<file path="src/rtl/fsic_serdes_link_ctrl_if.sv">
// rtl/fsic_serdes_link_ctrl_if.sv - AXI-Lite config port between link controller and serdes
interface fsic_serdes_link_ctrl_if #(
  parameter int pADDR_WIDTH = 10,
  parameter int pDATA_WIDTH = 32
) ();
  logic                       axi_awvalid;
  logic [pADDR_WIDTH+1:2]     axi_awaddr;
  logic                       axi_awready;
  logic                       axi_wvalid;
  logic [pDATA_WIDTH-1:0]     axi_wdata;
  logic [(pDATA_WIDTH/8)-1:0] axi_wstrb;
  logic                       axi_wready;
  logic                       axi_arvalid;
  logic [pADDR_WIDTH+1:2]     axi_araddr;
  logic                       axi_arready;
  logic                       axi_rvalid;
  logic [pDATA_WIDTH-1:0]     axi_rdata;
  logic                       axi_rready;

  modport master (
    output axi_awvalid, axi_awaddr, axi_wvalid, axi_wdata, axi_wstrb,
    output axi_arvalid, axi_araddr, axi_rready,
    input  axi_awready, axi_wready, axi_arready, axi_rvalid, axi_rdata
  );

  modport slave (
    input  axi_awvalid, axi_awaddr, axi_wvalid, axi_wdata, axi_wstrb,
    input  axi_arvalid, axi_araddr, axi_rready,
    output axi_awready, axi_wready, axi_arready, axi_rvalid, axi_rdata
  );
endinterface

</file>
<file path="src/rtl/fsic_serdes_link_ctrl.sv">
// rtl/fsic_serdes_link_ctrl.sv - serdes link bring-up sequencer acting as AXI-Lite master
module fsic_serdes_link_ctrl #(
  parameter int pADDR_WIDTH = 10,
  parameter int pDATA_WIDTH = 32,
  parameter int pRX_SETTLE  = 16,
  parameter int pTX_SETTLE  = 16,
  parameter int pMAX_RETRY  = 3,
  parameter int pHS_TIMEOUT = 64
) (
  input  logic                              axi_clk,
  input  logic                              axi_reset,
  input  logic                              start,
  input  logic                              stop,
  output logic                              cc_ls_enable,
  output logic                              busy,
  output logic                              link_up,
  output logic                              fail,
  output logic [$clog2(pMAX_RETRY+1)-1:0]   retry_cnt,
  fsic_serdes_link_ctrl_if.master           bus
);

  localparam int RC_W    = $clog2(pMAX_RETRY + 1);
  localparam int STRB_W  = pDATA_WIDTH / 8;
  localparam int CNT_MAX = (pHS_TIMEOUT > pRX_SETTLE) ?
                           ((pHS_TIMEOUT > pTX_SETTLE) ? pHS_TIMEOUT : pTX_SETTLE) :
                           ((pRX_SETTLE > pTX_SETTLE) ? pRX_SETTLE : pTX_SETTLE);
  localparam int CNT_W   = $clog2(CNT_MAX + 1);

  localparam logic [CNT_W-1:0] RX_LAST   = CNT_W'(pRX_SETTLE - 1);
  localparam logic [CNT_W-1:0] TX_LAST   = CNT_W'(pTX_SETTLE - 1);
  localparam logic [CNT_W-1:0] HS_LAST   = CNT_W'(pHS_TIMEOUT - 1);
  localparam logic [CNT_W-1:0] CNT_TOP   = CNT_W'(CNT_MAX);
  localparam logic [RC_W-1:0]  RETRY_MAX = RC_W'(pMAX_RETRY);

  typedef enum logic [3:0] {
    S_IDLE, S_WR_RX, S_WAIT_RX, S_WR_TX, S_WAIT_TX,
    S_RD_AR, S_RD_R, S_CHECK, S_UP, S_WR_OFF, S_FAIL
  } state_e;

  state_e                   state_q, state_d;
  logic [CNT_W-1:0]         cnt_q, cnt_d;
  logic [RC_W-1:0]          retry_q, retry_d;
  logic [1:0]               rb_q, rb_d;

  logic                     wvalid_q, arvalid_q, rready_q;
  logic [pDATA_WIDTH-1:0]   wdata_q;
  logic [STRB_W-1:0]        wstrb_q;
  logic                     cc_q, busy_q, link_q, fail_q;

  logic                     wr_done, hs_to;
  logic                     is_wr_d;
  logic [pDATA_WIDTH-1:0]   wdata_d;
  logic                     unused_rdata;

  assign wr_done = bus.axi_awready && bus.axi_wready;
  assign hs_to   = (cnt_q == HS_LAST);
  assign unused_rdata = ^bus.axi_rdata[pDATA_WIDTH-1:2];

  always_comb begin
    state_d = state_q;
    retry_d = retry_q;
    rb_d    = rb_q;
    case (state_q)
      S_IDLE: begin
        if (start && !stop) begin
          retry_d = '0;
          state_d = S_WR_RX;
        end
      end
      S_WR_RX: begin
        if (wr_done)    state_d = S_WAIT_RX;
        else if (hs_to) begin state_d = S_CHECK; rb_d = 2'b00; end
      end
      S_WAIT_RX: if (cnt_q == RX_LAST) state_d = S_WR_TX;
      S_WR_TX: begin
        if (wr_done)    state_d = S_WAIT_TX;
        else if (hs_to) begin state_d = S_CHECK; rb_d = 2'b00; end
      end
      S_WAIT_TX: if (cnt_q == TX_LAST) state_d = S_RD_AR;
      S_RD_AR: begin
        if (bus.axi_arready) state_d = S_RD_R;
        else if (hs_to)      begin state_d = S_CHECK; rb_d = 2'b00; end
      end
      S_RD_R: begin
        if (bus.axi_rvalid) begin
          rb_d    = bus.axi_rdata[1:0];
          state_d = S_CHECK;
        end else if (hs_to) begin
          state_d = S_CHECK;
          rb_d    = 2'b00;
        end
      end
      S_CHECK: begin
        if (rb_q == 2'b11) begin
          state_d = S_UP;
        end else if (retry_q < RETRY_MAX) begin
          retry_d = retry_q + RC_W'(1);
          state_d = S_WR_RX;
        end else begin
          state_d = S_FAIL;
        end
      end
      S_UP: if (stop) state_d = S_WR_OFF;
      // A link-down write that never completes leaves the serdes state unknown.
      S_WR_OFF: begin
        if (wr_done)    state_d = S_IDLE;
        else if (hs_to) state_d = S_FAIL;
      end
      S_FAIL: begin
        if (stop) begin
          state_d = S_IDLE;
        end else if (start) begin
          retry_d = '0;
          state_d = S_WR_RX;
        end
      end
      default: state_d = S_IDLE;
    endcase
  end

  // Settle and handshake timing share one counter that restarts on every state change.
  always_comb begin
    cnt_d = cnt_q;
    if (state_d != state_q)  cnt_d = '0;
    else if (cnt_q != CNT_TOP) cnt_d = cnt_q + CNT_W'(1);
  end

  always_comb begin
    is_wr_d = (state_d == S_WR_RX) || (state_d == S_WR_TX) || (state_d == S_WR_OFF);
    wdata_d = '0;
    case (state_d)
      S_WR_RX: wdata_d = pDATA_WIDTH'(1);
      S_WR_TX: wdata_d = pDATA_WIDTH'(3);
      default: wdata_d = '0;
    endcase
  end

  // Outputs are registered from the next state so they stay Moore with the state register.
  always_ff @(posedge axi_clk) begin
    if (axi_reset) begin
      state_q   <= S_IDLE;
      cnt_q     <= '0;
      retry_q   <= '0;
      rb_q      <= 2'b00;
      wvalid_q  <= 1'b0;
      arvalid_q <= 1'b0;
      rready_q  <= 1'b0;
      wdata_q   <= '0;
      wstrb_q   <= '0;
      cc_q      <= 1'b0;
      busy_q    <= 1'b0;
      link_q    <= 1'b0;
      fail_q    <= 1'b0;
    end else begin
      state_q   <= state_d;
      cnt_q     <= cnt_d;
      retry_q   <= retry_d;
      rb_q      <= rb_d;
      wvalid_q  <= is_wr_d;
      arvalid_q <= (state_d == S_RD_AR);
      rready_q  <= (state_d == S_RD_R);
      wdata_q   <= wdata_d;
      wstrb_q   <= is_wr_d ? STRB_W'(1) : '0;
      cc_q      <= is_wr_d || (state_d == S_RD_AR) || (state_d == S_RD_R);
      busy_q    <= !((state_d == S_IDLE) || (state_d == S_UP) || (state_d == S_FAIL));
      link_q    <= (state_d == S_UP);
      fail_q    <= (state_d == S_FAIL);
    end
  end

  assign bus.axi_awvalid = wvalid_q;
  assign bus.axi_wvalid  = wvalid_q;
  assign bus.axi_awaddr  = '0;
  assign bus.axi_wdata   = wdata_q;
  assign bus.axi_wstrb   = wstrb_q;
  assign bus.axi_arvalid = arvalid_q;
  assign bus.axi_araddr  = '0;
  assign bus.axi_rready  = rready_q;

  assign cc_ls_enable = cc_q;
  assign busy         = busy_q;
  assign link_up      = link_q;
  assign fail         = fail_q;
  assign retry_cnt    = retry_q;

endmodule

</file>
<file path="src/flat_wrapper.sv">
// flat-port wrapper written by rule: the top's interface ports become plain ports
module fsic_serdes_link_ctrl_flat 
#(
  parameter int pADDR_WIDTH = 10,
  parameter int pDATA_WIDTH = 32,
  parameter int pRX_SETTLE  = 16,
  parameter int pTX_SETTLE  = 16,
  parameter int pMAX_RETRY  = 3,
  parameter int pHS_TIMEOUT = 64
)
  (axi_clk, axi_reset, start, stop, cc_ls_enable, busy, link_up, fail, retry_cnt, bus_axi_awvalid, bus_axi_awaddr, bus_axi_wvalid, bus_axi_wdata, bus_axi_wstrb, bus_axi_arvalid, bus_axi_araddr, bus_axi_rready, bus_axi_awready, bus_axi_wready, bus_axi_arready, bus_axi_rvalid, bus_axi_rdata);
  fsic_serdes_link_ctrl_if #(.pADDR_WIDTH(pADDR_WIDTH), .pDATA_WIDTH(pDATA_WIDTH)) bus_i ();
  input  logic axi_clk;
  input  logic axi_reset;
  input  logic start;
  input  logic stop;
  output logic cc_ls_enable;
  output logic busy;
  output logic link_up;
  output logic fail;
  output logic [$clog2(pMAX_RETRY+1)-1:0] retry_cnt;
  output wire logic [$bits(bus_i.axi_awvalid)-1:0] bus_axi_awvalid;
  output wire logic [$bits(bus_i.axi_awaddr)-1:0] bus_axi_awaddr;
  output wire logic [$bits(bus_i.axi_wvalid)-1:0] bus_axi_wvalid;
  output wire logic [$bits(bus_i.axi_wdata)-1:0] bus_axi_wdata;
  output wire logic [$bits(bus_i.axi_wstrb)-1:0] bus_axi_wstrb;
  output wire logic [$bits(bus_i.axi_arvalid)-1:0] bus_axi_arvalid;
  output wire logic [$bits(bus_i.axi_araddr)-1:0] bus_axi_araddr;
  output wire logic [$bits(bus_i.axi_rready)-1:0] bus_axi_rready;
  input wire logic [$bits(bus_i.axi_awready)-1:0] bus_axi_awready;
  input wire logic [$bits(bus_i.axi_wready)-1:0] bus_axi_wready;
  input wire logic [$bits(bus_i.axi_arready)-1:0] bus_axi_arready;
  input wire logic [$bits(bus_i.axi_rvalid)-1:0] bus_axi_rvalid;
  input wire logic [$bits(bus_i.axi_rdata)-1:0] bus_axi_rdata;
  assign bus_axi_awvalid = bus_i.axi_awvalid;
  assign bus_axi_awaddr = bus_i.axi_awaddr;
  assign bus_axi_wvalid = bus_i.axi_wvalid;
  assign bus_axi_wdata = bus_i.axi_wdata;
  assign bus_axi_wstrb = bus_i.axi_wstrb;
  assign bus_axi_arvalid = bus_i.axi_arvalid;
  assign bus_axi_araddr = bus_i.axi_araddr;
  assign bus_axi_rready = bus_i.axi_rready;
  assign bus_i.axi_awready = bus_axi_awready;
  assign bus_i.axi_wready = bus_axi_wready;
  assign bus_i.axi_arready = bus_axi_arready;
  assign bus_i.axi_rvalid = bus_axi_rvalid;
  assign bus_i.axi_rdata = bus_axi_rdata;
  fsic_serdes_link_ctrl #(.pADDR_WIDTH(pADDR_WIDTH), .pDATA_WIDTH(pDATA_WIDTH), .pRX_SETTLE(pRX_SETTLE), .pTX_SETTLE(pTX_SETTLE), .pMAX_RETRY(pMAX_RETRY), .pHS_TIMEOUT(pHS_TIMEOUT)) u_core (.axi_clk(axi_clk), .axi_reset(axi_reset), .start(start), .stop(stop), .cc_ls_enable(cc_ls_enable), .busy(busy), .link_up(link_up), .fail(fail), .retry_cnt(retry_cnt), .bus(bus_i));
endmodule
</file>
<file path="config.mk">
export PLATFORM = sky130hd
export DESIGN_NAME = fsic_serdes_link_ctrl_flat
export DESIGN_NICKNAME = d
export VERILOG_FILES = /design/src/rtl/fsic_serdes_link_ctrl_if.sv /design/src/rtl/fsic_serdes_link_ctrl.sv /design/src/flat_wrapper.sv
export SDC_FILE = /design/constraint.sdc
export NUM_CORES = 1
export LEC_CHECK = 0
export ABC_AREA = 1
export CORE_MARGIN = 2
export CORE_UTILIZATION = 38
export CTS_CLUSTER_DIAMETER = 120
export DETAILED_ROUTE_END_ITERATION = 7
export PLACE_DENSITY = 0.81
export SLEW_MARGIN = 20
export SYNTH_ARGS = -nofsm -noshare
export SYNTH_HDL_FRONTEND = slang
export SYNTH_SLANG_ARGS = --single-unit
</file>
<file path="constraint.sdc">
create_clock -name axi_clk -period 1.9 [get_ports axi_clk]
set_input_delay 0.285 -clock axi_clk [delete_from_list [all_inputs] [get_ports axi_clk]]
set_output_delay 0.285 -clock axi_clk [all_outputs]
set_load 0.005 [all_outputs]
</file>
# Word-level counts from Yosys, hierarchy flattened
# Cells that the tools add are included.
# Widths: inputs -> output; s select.
[word_totals]
word_cells = 92
ff_bits = 58
mem_bits_ro = 0
mem_count = 0
inputBits = 40
output_inout_bits = 66
latch_bits = 0
ram_bits = 0
[op_classes]
n_shift = 0
addsub = 2
n_div = 0
n_mul = 0
n_reduce_logical = 18
n_lt_le_gt_ge = 1
n_eq_ne = 29
bitwise_logic = 0
n_mux = 29
[op_table]
columns = ["cell", "count"]
rows = [
  ["$mux 4", 15],
  ["$pmux 4 s11", 1],
  ["$eq 4x3->1 const B", 6],
  ["$eq 4x4->1 const B", 6],
  ["$mux 2", 9],
  ["$eq 4x2->1 const B", 3],
  ["$pmux 2 s3", 2],
  ["$ne 2x2->1 const B", 5],
  ["$eq 4x1->1 const B", 2],
  ["$logic_not 4->1", 2],
  ["$add 7x1->7 const B", 1],
  ["$eq 7x4->1 const B", 1],
  ["$eq 7x6->1 const B", 1],
  ["$ne 7x7->1 const B", 1],
  ["$logic_or 1x1->1", 6],
  ["$reduce_and 6->1", 1],
  ["$reduce_bool 3->1", 2],
  ["$ne 2x1->1 const B", 2],
  ["$ne 4x4->1", 1],
  ["$pmux 2 s2", 1],
  ["$reduce_or 2->1", 2],
  ["$reduce_and 3->1", 1],
  ["$add 2x1->2 const B", 1],
  ["$eq 2x2->1 const B", 1],
  ["4 further kinds", 6],
]

# Depth between registers and ports, before layout
[depth]
ltp_word = 9
depth_mapped = 13
depth_no_buf = 13

# Worst setup path before layout
# No wires, ideal clock.
[synth_timing]
kind = "register to register"
from = "reg u_core.cnt_q[0]"
to = "reg u_core.cnt_q[0]"
synth_period_minus_slack_ps = 1597
stages_incl_launch_ff = 12
slack_ps = 303
setup_time_ps = 64
required_ps = 1836
arrival_ps = 1533
path_buffers = 0
path_cell_list = "dfxtp_1 > ha_1 > nand3_2 > nor2_2 > nor2_1 > nor2_4 > nand3_4 > nand2_1 > nand2_1 > inv_2 > nand3_4 > nor2_2"
[synth_between]
elab_chain_cells = 6
word_cells_on_any_way = 16
cone_classes = "1 x add/sub; 4 x eq/ne; 10 x mux; 1 x reduce/logical"
[synth_rtl]
columns = ["element", "line_no", "text"]
rows = [
  ["from (decl)", "fsic_serdes_link_ctrl.sv:41", "logic [CNT_W-1:0] cnt_q, cnt_d;"],
  ["from (signal assigned)", "fsic_serdes_link_ctrl.sv:156", "cnt_q <= cnt_d;"],
  ["$eq 7x6->1", "fsic_serdes_link_ctrl.sv:56", "assign hs_to = (cnt_q == HS_LAST);"],
  ["$mux 4 (on tied branches) (2 in series)", "n/a", ""],
  ["$pmux 4 s11", "fsic_serdes_link_ctrl.sv:63", "case (state_q)"],
  ["$ne 4x4->1", "fsic_serdes_link_ctrl.sv:124", "if (state_d != state_q) cnt_d = '0;"],
  ["$reduce_or 2->1 (no source line)", "n/a", ""],
]
# Parallel ways exist; a longest one is shown, timed or not.
# A chain may end at the register's enable or synchronous reset.

# Final worst setup path
[layout_timing]
from = "reg u_core.cnt_q[0]"
to = "reg u_core.cnt_q[2]"
# Same word-level chain as after synthesis.

==> summary.txt <==
Outcome
  – Status: completed

Clock tree
  – Worst-path clk slew: 80 ps
  – Clk Latency, worst-skew pair: about 270 ps
  – Longest Clk Path Bufs: 2
  – Root Driver: clkbuf_8
  – Num CTS Buffers: 3
  – Num Clock Sinks: 24
  – CTS tree: done
  – H-tree lvl count: 1

Power
  – Maximum vdd drop: 0.4834 mV
  – Switching fraction of total power: 0.2795
  – Internal power: 0.7998 mW
  – Power share of the sequential group: 0.488
  – Leak: 0.9940 nW
  – Power, Total: 1.110 mW
  – Clock power frac: 0.317
  – Sw power: 0.3103 mW
  – Comb pwr share: 0.195
  – Power density over the cells: 540.0 nW/um2

Finish
  – Commonest non-fill, non-tap cell in the layout: conb_1
  – FF/Latch Area: 488.0 um2
  – Most frequent cells in the layout: conb_1 (53), nand2_1 (49), nor2_1 (28)
  – Layout cells sized above 1: 0.2068
  – Area Growth Syn to Fin: 13.23%
  – Nets: 339
  – Inserted Diodes: 0
  – Area of the multi-input gates: 1061 um2
  – Layout fillers: around 470

Drt
  – Initial DRC Count: 95
  – Residual DRC: 0
  – Routed len/inst: 10.07 um
  – Vias per cell: 4.393
  – DR pass1 iterations: 4
  – Detail Route Antenna Nets: 0
  – DRT Wirelength: 3514 um
  – DR vias: 1,533

Critical path
  – Critical path endpoint: u_core.cnt_q[2]$_SDFFE_PP0P_
  – R2R setup slack: 170 ps
  – CP max stage delay: approximately 350 ps
  – Worst reg2reg path startpoint: u_core.cnt_q[0]$_SDFFE_PP0P_
  – CP Launch Type: flop
  – R2r endpoint: u_core.cnt_q[2]$_SDFFE_PP0P_
  – CP arrival: between 1500 and 2000 ps
  – Required time worst endpoint: 2110 ps
  – CP max FO: 7
  – Levels on crit path: 12
  – Crit-path slowest cell: dfxtp_2
  – Critical-path cell list: ha_4 > nand3_4 > inv_1 > nand2_2 > nand3_1 > a21oi_2 > nand2_2 > nand2_1 > nand2_1 > nor2_2 > nand3_4 > nor2_2
  – Reg2reg path depth: 12
  – CP startpoint: u_core.cnt_q[0]$_SDFFE_PP0P_
  – CP delay by family, top: simple AND/OR/NAND/NOR gates
  – Crit Path Class: flop to flop
  – Crit end category: flop
  – CP Buf/Inv Count: 1

Global routing
  – Grt ovf: 0
  – M3 GR Usage: 0.03039
  – Global-route met2 utilization: 0.2342
  – Most Crowded Layer GR: met2
  – Met1 Use GR: 0.1539
  – Global-route wire length before repair: 5451 um
  – GRT Total Usage: 0.1301
  – Vias in the first global route: between 1,000 and 1,500
  – Pin count of the biggest net entering global routing: 14
  – Antenna violations before repair: 0

STA
  – Setup Skew: 1.569 ps
  – Final hold vios: 0
  – Max-slew violations: 0
  – Min Tclk post-route: approximately 1700 ps
  – Post-route setup TNS: 0 ps
  – Fmax achieved: 0.5780 GHz
  – Period utilization: 0.9106
  – Worst Slack Setup Final: 169.8 ps
  – Final setup violation count: 0

Hold path
  – Hold Path Stages: 2
  – Hold Crit Class: flop to flop

Die
  – Initial Utilization: 0.3895
  – Row cnt: 25
  – Die Span X: 73.12 um
  – Core ar.: between 4000 and 5000 um2
  – Die height: 73.12 um
  – Io pins: 106
  – Die Area: 5347 um2

Run
  – Max_cap viols: 0

Yosys
  – Post-Synth XOR/XNOR Area: 0.01930
  – Register area share after synthesis: 0.2646
  – Post-synthesis mux area share: 0
  – Largest cells by area after synthesis: dfxtp_1 (26%), buf_4 (23%), nand2_1 (11%), nor2_1 (6.0%), nor2_2 (4.8%)
  – Adder-Cell Fraction of Synth Area: 0.02068
  – Largest family of logic cells by synthesized area: simple AND/OR/NAND/NOR gates
  – Simple-gate area share of the yosys netlist: 0.3549
  – Synth Cell Area: 1815 um2
  – #FFs+latches synth: 24
  – Cell taking the most area after synthesis: dfxtp_1
  – Compound-Gate Fraction of Synth Area: 0.05445
  – Distinct cells, synth: 28
  – Top cell type's share of synthesized area: 0.2646
  – Mean Syn Cell Area: 6.851 um2
  – Warnings, synthesis: 0
  – Syn Inst Count: approximately 270

Placement
  – Port buffer count: 22
  – GPL Wtd Cong: between 0.8 and 0.9
  – Dpl hpwl: 2807 um
  – Place WS: -102.2 ps
==> through the flow <==
| step | hold slack [ps] | area [um2] | util | instances |
|---|---|---|---|---|
| 3_5_place_dp | 472.2 | 1937 | 0.4156 | 344 |
| 2_1_floorplan | 432.3 | 2011 | - | 317 |
| 3_3_place_gp | 471.2 | 1937 | 0.4156 | 344 |
| 6_report | 482.3 | 2056 | 0.4411 | 349 |
| 5_1_grt | 519.6 | 2056 | 0.4411 | 349 |
| 4_1_cts | 486.6 | 1992 | 0.4274 | 348 |
==> power by group through the flow <==
stage | Combinational, mW | Clock (mW) | Sequential (mW)
2_1_floorplan | 0.215 | 0 | 0.544
3_3_place_gp | 0.205 | 0 | 0.547
3_5_place_dp | 0.209 | 0 | 0.549
4_1_cts | 0.210 | 0.366 | 0.537
5_1_grt | 0.249 | 0.380 | 0.544
6_report | 0.217 | 0.352 | 0.542
==> synth_stat cells <==
library cell and count:
a21oi_1 6, nor4_1 1, nor2_2 14, xnor2_1 1, nand4_1 3, dfxtp_1 24
xor2_1 3, conb_1 1, o21ai_0 6, nand3_4 2, a31oi_1 1, inv_2 11
nor3_1 6, nor2_4 3, o211ai_1 2, nand2_1 51, or2_2 1, buf_2 1
inv_1 14, nand3_2 1, buf_4 55, nand3_1 17, ha_1 3, o21bai_1 1
nand2_2 5, nor2_1 29, clkbuf_1 1, o21ai_1 2
==> state kept, by name (all words and copies together), names as in the netlist <==
register,count
u_core.cnt_q,7
u_core.bus.axi_rready,1
u_core.rb_q,2
u_core.state_q,4
u_core.busy,1
u_core.bus.axi_wdata,2
u_core.fail,1
u_core.bus.axi_arvalid,1
u_core.link_up,1
u_core.retry_cnt,2
u_core.bus.axi_awvalid,1
u_core.cc_ls_enable,1
==> how the worst min path moves through the flow <==
stage	startpoint	endpoint	slack, ps
floorplan	bus_axi_rdata[0]	u_core.rb_q[0]$_SDFFE_PP0P_	430
global placement	u_core.rb_q[1]$_SDFFE_PP0P_	u_core.rb_q[1]$_SDFFE_PP0P_	470
detailed placement	u_core.rb_q[0]$_SDFFE_PP0P_	u_core.rb_q[0]$_SDFFE_PP0P_	470
CTS	u_core.rb_q[0]$_SDFFE_PP0P_	u_core.rb_q[0]$_SDFFE_PP0P_	490
global route	u_core.retry_cnt[1]$_SDFFE_PP0P_	u_core.retry_cnt[1]$_SDFFE_PP0P_	520
finish	u_core.rb_q[0]$_SDFFE_PP0P_	u_core.rb_q[0]$_SDFFE_PP0P_	480
==> logic make-up (layout without fill, tap and decap cells) <==
| kind of cell | Yosys count | in the layout |
|---|---|---|
| adders and majority gates | 3 | 3 |
| buffers and inverters | 82 | 60 |
| and+or+nand+nor | 133 | 133 |
| xor gates and xnor gates | 4 | 4 |
| AOI/OAI and AO/OA | 18 | 18 |
| DFF | 24 | 24 |
| other | 1 | 53 |
==> area by class of cell <==
cell class / count / share of cell area
clock buffer: 4 / 0.02678
tap: 54 / 0.03287
timing repair buffer: 31 / 0.1412
inverter: 25 / 0.04565
multi-input combinational: 211 / 0.5161
sequential: 24 / 0.2374
==> layer usage <==
metal | vias to the layer above | part of all wire
met3 | 7 | 0.055
li1 | 787 | -
met5 | - | 0
met1 | 688 | 0.44
met2 | 51 | 0.49
met4 | 0 | 0.013
==> worst reg2reg max path, stage by stage, from the launching register on <==
cell     delay [ps]
dfxtp_2         350
ha_4            170
nand3_4         110
inv_1            70
nand2_2          80
nand3_1          90
a21oi_2         160
nand2_2          80
nand2_1          60
nand2_1          50
nor2_2          160
nand3_4         160
nor2_2          130
==> timing repair <==
item	CTS	global route
buffers inserted	0	1
hold buffers	0	0
endpoints found under the setup margin	0	10
gates resized for setup	0	17
Note: power is estimated with default switching activity, not from simulation.
